**config.mk**
```make
export PLATFORM = sky130hd
export DESIGN_NAME = bwn_xnor_dot
export DESIGN_NICKNAME = d
export VERILOG_FILES = /design/src/rtl/bwn_pkg.sv /design/src/rtl/bwn_popcount.sv /design/src/rtl/bwn_xnor_dot.sv
export SDC_FILE = /design/constraint.sdc
export NUM_CORES = 1
export LEC_CHECK = 0
export ABC_AREA = 1
export ABC_CLOCK_PERIOD_IN_PS = 6600
export BUFFER_PORTS_ARGS = -buffer_cell sky130_fd_sc_hd__buf_4
export CAP_MARGIN = 10
export CORE_MARGIN = 1
export CORE_UTILIZATION = 45
export CTS_BUF_LIST = sky130_fd_sc_hd__clkbuf_2 sky130_fd_sc_hd__clkbuf_4 sky130_fd_sc_hd__clkbuf_8
export CTS_CLUSTER_SIZE = 10
export DETAILED_ROUTE_END_ITERATION = 10
export GPL_TIMING_DRIVEN = 1
export MAX_ROUTING_LAYER = met4
export PLACE_DENSITY = 0.7
export SLEW_MARGIN = 10
export SYNTH_ARGS = -nofsm -noshare
export SYNTH_HDL_FRONTEND = slang
export SYNTH_SLANG_ARGS = --single-unit
```
**constraint.sdc**
```tcl
create_clock -name clk -period 6.6 [get_ports clk]
set_input_delay 0 -clock clk [delete_from_list [all_inputs] [get_ports clk]]
set_output_delay 0 -clock clk [all_outputs]
set_load 0.03 [all_outputs]
```
**src/rtl/bwn_pkg.sv**
```systemverilog
// Shared constants, FSM state type and score mapping for the binary-weight dot-product engine.
package bwn_pkg;
  localparam int VEC_W   = 80;
  localparam int N_ROWS  = 120;
  localparam int SCORE_W = 8;
  localparam int POP_W   = $clog2(VEC_W + 1);

  typedef enum logic [1:0] {IDLE, RUN, DRAIN} state_t;

  // score = 2*pop - VEC_W; modulo-2^SCORE_W arithmetic gives the right two's complement
  function automatic logic [SCORE_W-1:0] bwn_score(input logic [POP_W-1:0] pop);
    return SCORE_W'({pop, 1'b0}) - SCORE_W'(VEC_W);
  endfunction
endpackage

```
**src/rtl/bwn_popcount.sv**
```systemverilog
// Purpose: count of set bits in a VEC_W word (nibble counters, then a summing stage).
// Latency: purely combinational.
// Backpressure: none; follows its input.
module bwn_popcount #(
  parameter int VEC_W = 80,
  parameter int CNT_W = $clog2(VEC_W + 1)
) (
  input  logic [VEC_W-1:0] din,
  output logic [CNT_W-1:0] cnt
);
  localparam int NNIB = (VEC_W + 3) / 4;

  logic [4*NNIB-1:0] pad;
  logic [2:0]        nib [NNIB];

  always_comb begin
    pad = '0;
    pad[VEC_W-1:0] = din;
    for (int i = 0; i < NNIB; i++) begin
      nib[i] = 3'(pad[4*i]) + 3'(pad[4*i+1]) + 3'(pad[4*i+2]) + 3'(pad[4*i+3]);
    end
  end

  always_comb begin
    cnt = '0;
    for (int i = 0; i < NNIB; i++) begin
      cnt = cnt + CNT_W'(nib[i]);
    end
  end
endmodule

```
**src/rtl/bwn_xnor_dot.sv**
```systemverilog
// Purpose: walk the weight ROM and stream one XNOR-popcount score per row for a latched activation.
// Latency: 2 cycles from accepted start to first result; 1 row/cycle with res_ready high.
// Backpressure: two-stage pipeline stalls on !res_ready; addr freezes while stage 1 is blocked.
module bwn_xnor_dot import bwn_pkg::*; #(
  parameter int WIDTH_A = 12,
  parameter int N_ROWS  = bwn_pkg::N_ROWS,
  parameter int VEC_W   = bwn_pkg::VEC_W,
  parameter int SCORE_W = bwn_pkg::SCORE_W
) (
  input  logic               clk,
  input  logic               rst_n,
  input  logic               start,
  input  logic [VEC_W-1:0]   act,
  output logic [WIDTH_A-1:0] addr,
  input  logic [VEC_W-1:0]   coef,
  output logic               res_valid,
  input  logic               res_ready,
  output logic [WIDTH_A-1:0] res_row,
  output logic [SCORE_W-1:0] res_score,
  output logic               busy,
  output logic               done
);
  localparam logic [WIDTH_A-1:0] LAST = WIDTH_A'(N_ROWS - 1);

  state_t             state, state_n;
  logic [VEC_W-1:0]   act_q;
  logic [VEC_W-1:0]   xn;
  logic [WIDTH_A-1:0] tag;
  logic               v1;
  logic [POP_W-1:0]   pop;
  logic               ld2, adv1, last_hs;

  // stage 2 can take new content when empty or its result is leaving
  assign ld2     = !res_valid || res_ready;
  assign adv1    = (state == RUN) && (!v1 || ld2);
  assign last_hs = (state == DRAIN) && res_valid && res_ready && (res_row == LAST);

  always_comb begin
    state_n = state;
    case (state)
      IDLE:    if (start) state_n = RUN;
      RUN:     if (adv1 && (addr == LAST)) state_n = DRAIN;
      DRAIN:   if (last_hs) state_n = IDLE;
      default: state_n = IDLE;
    endcase
  end

  always_ff @(posedge clk) begin
    if (!rst_n) begin
      state <= IDLE;
    end else begin
      state <= state_n;
    end
  end

  always_ff @(posedge clk) begin
    if (!rst_n) begin
      addr  <= '0;
      act_q <= '0;
      busy  <= 1'b0;
      done  <= 1'b0;
      v1    <= 1'b0;
      xn    <= '0;
      tag   <= '0;
    end else begin
      done <= last_hs;
      busy <= (state_n != IDLE);
      if ((state == IDLE) && start) begin
        act_q <= act;
        addr  <= '0;
      end
      if (adv1) begin
        xn  <= ~(coef ^ act_q);
        tag <= addr;
        v1  <= 1'b1;
        if (addr != LAST) addr <= addr + 1'b1;
      end else if (ld2) begin
        v1 <= 1'b0;
      end
    end
  end

  bwn_popcount #(.VEC_W(VEC_W), .CNT_W(POP_W)) u_pop (
    .din (xn),
    .cnt (pop)
  );

  always_ff @(posedge clk) begin
    if (!rst_n) begin
      res_valid <= 1'b0;
      res_row   <= '0;
      res_score <= '0;
    end else if (ld2) begin
      res_valid <= v1;
      res_row   <= tag;
      res_score <= bwn_score(pop);
    end
  end
endmodule

```
==> results.toml <==
[run_status]
status = "finished, final reports clean"

[critical_path]
required_ns = 7.04
reg2reg_to = "res_score[6]"
critPathKind = "register to register"
rr_worst_depth = 22
crit_path_cell_trace = "ha_4 > inv_2 > fa_1 > inv_2 > ha_4 > fa_2 > inv_2 > fa_1 > fa_1 > fa_1 > fa_2 > fa_1 > fa_1 > inv_2 > ha_4 > fa_2 > xnor2_2 > ha_2 > or2_0 > nand3_1 > nand3_1 > inv_1"
crit_arrival_ns = 6.82
r2r_setup_slack_ns = 0.22
max_stage_delay_ns = 0.59
start_kind = "register"
cp_slowest_cell = "fa_2"
r2r_start = "xn[0]"
critPathCaptureType = "register"
crit_top_cell = "fa_1"
crit_fanout = 3

[drt]
finalWirelength_um = 26800
wl_per_cell_um = 13.6
viasPerCell = 4.77
drt-initial-drc-count = 372
route.vias.total = 9381
drc = 0
drtPass1Iterations = 4
postRouteAntennaNets = 0

[clock_tree]
clk_latency_ns = 0.52
cts_num_sinks = 209
cts_htree_levels = 2
clk_pin_slew_ns = 0.06
cts_tree = "done"
numCtsBuffers = 37
clock-root-buffer = "clkbuf_8"
clock_path_buffers = 3

[die]
ios = 199
initial_core_util = 0.463
dieHeight_um = 158
die-area_sq_mm = 0.0250
rows = 56
die_x_um = 158
core_sq_mm = 0.0237

[timing]
relSlewSlack = 0.274
tightest_slew_ns = 1.09
fmax_mhz = 157
setup_viol = 0
period_share = 0.967
finalWorstPathRequiredPeriod_ns = 6.38
clock_skew_ns = 0.0272
fin_tns_setup_ns = 0
slew_viol_final = 0
hold_viol = 0
rsz0062_at_grt = "true"

[yosys]
yosysSeqAreaShare = 0.381
syn-instance-count = 1286
synth_common_cells = "dfxtp_1, nor2_1, inv_1, o21ai_0, a21oi_1"
yosys_warnings = 0
synth-edff-count = 0
syn_nets = 1579
ys_types = 39
synthTopCellsByArea = "dfxtp_1, fa_1, o21ai_0, nor2_1, ha_1"
synth-seq-cells = 209
syn_avg_cell_area_sq_um = 8.53
synth.top_cell.area_share = 0.381
yosys.area.top_type = "dfxtp_1"
synth.most_common_cell = "dfxtp_1"
netlist_area_sq_mm = 0.0110
synth_ff_type = "dfxtp_1"
async_flop_share = 0

[global_routing]
grt_antenna_before_repair = 0
track_usage = 0.226
gr-total-overflow = 0
grt_pass1_vias = 9424
grt_pass1_wl_um = 43600
grt_max_degree = 127

[min_path]
whs_path_depth = 3
worstHoldStart = "rst_n"
min_delay_worst_endpoint = "act_q[35]"
hold_path_class = "primary input to register"

[placed_design]
place_congestion = 0.858
dpl.hpwl_um = 16400
port_buffers = 197
place_inst = 1740

[final_layout]
area_growth_pct = 37.6
drive_above_1_share = 0.187
diodes = 0
nets = 1918
final_cells = 1968

[pwr]
power.leakage_nw = 6.96
worst_ir_drop_vdd_mv = 1.40
power_density_mw_per_mm2 = 629

[flow_run]
cap_violations = 0
critical path, delay by kind of cell (launching register included):
family,cells,cell delay [ns]
fa+ha+maj,13,5.22
buf+inv,5,0.26
flops,1,0.33
simple gates,3,0.35
xor+xnor,1,0.16
how the worst max path moves through the flow:
stage / startpoint / to / cells past startpoint
final: xn[0] / res_score[6] / 22
after global routing: xn[0] / res_score[6] / 22
after detailed placement: xn[4] / res_score[6] / 26
after floorplan: xn[4] / res_score[6] / 26
after global placement: xn[4] / res_score[6] / 22
after CTS: xn[5] / res_score[6] / 22
report_power, final:
part | switching (mW) | internal (mW) | leakage [nW]
combinational | 3.39 | 3.32 | 4.80
clock | 0.521 | 0.772 | 0.430
sequential | 0.0676 | 1.43 | 1.73
per-layer routing:
| metal | track usage | up-vias | routed length (um) |
|---|---|---|---|
| met1 | 0.261 | 4353 | 11600 |
| met4 | 0.0783 | 0 | 613 |
| li1 | - | 4748 | - |
| met3 | 0.0375 | 53 | 1230 |
| met2 | 0.396 | 227 | 13300 |
| met5 | - | - | 0 |
sequential cells by signal (all words and copies together), names as in the netlist, 2 cells and up:
register   count
act_q         80
addr          12
res_row       12
res_score      7
state          2
tag           12
xn            80
cell type report:
class                   count  area, sq um
clock buffers              60          769
clock inverters             3         40.0
fillers                  1980         8590
inverters                 188          708
multi-input cells         823         5840
flip-flops and latches    209         4190
well taps                 319          399
repair buffers            366         3150
metrics by stage:
step | setup WS [ns] | util | hold slack (ns) | instance area [sq um] | power [mW]
global route | -0.0526 | 0.637 | 0.131 | 15100 | 10.6
floorplan | 0.240 | - | 0.164 | 11000 | 5.33
finish | 0.217 | 0.637 | 0.0932 | 15100 | 9.50
detailed placement | -0.137 | 0.529 | 0.258 | 12500 | 6.58
global placement | 0.0269 | 0.529 | 0.251 | 12500 | 6.35
CTS | 0.0163 | 0.632 | 0.0667 | 15000 | 8.20
cells by family after synthesis:
family,count (synthesis),share of synthesized area
flip-flops,209,0.381
other,1,0.000342
buffers and inverters,254,0.0976
AO/OA/AOI/OAI,310,0.143
AND/OR/NAND/NOR,296,0.111
adder cells (fa/ha/maj),129,0.197
XOR/XNOR,87,0.0695
repair_timing:
action / 4_1_cts / 5_1_grt
setup endpoints to repair: 2 / 3
hold endpoints to repair: 178 / 0
resized for setup: 4 / 23
pin swaps: 5 / 21
hold buffers: 161 / 0
setup buffers: 0 / 4
placed cells by master (no fill, tap or decap), types with 2 or more instances in the layout:
cell type / instances
nand2_2: 4
dfxtp_1: 206
o21ai_0: 170
nand2_1: 43
inv_2: 10
a21oi_1: 108
fa_2: 4
dfxtp_2: 3
nor3_1: 4
nand3_2: 2
dlygate4sd3_1: 161
nand3_1: 25
inv_1: 177
nor2_1: 200
o21ai_1: 27
ha_4: 6
ha_1: 49
clkbuf_4: 9
nand4_1: 6
fa_1: 69
nor4_1: 2
clkbuf_8: 51
xnor2_1: 33
xor2_1: 52
clkinv_2: 2
buf_4: 205
No activity file was read; power rests on OpenSTA's default activity.
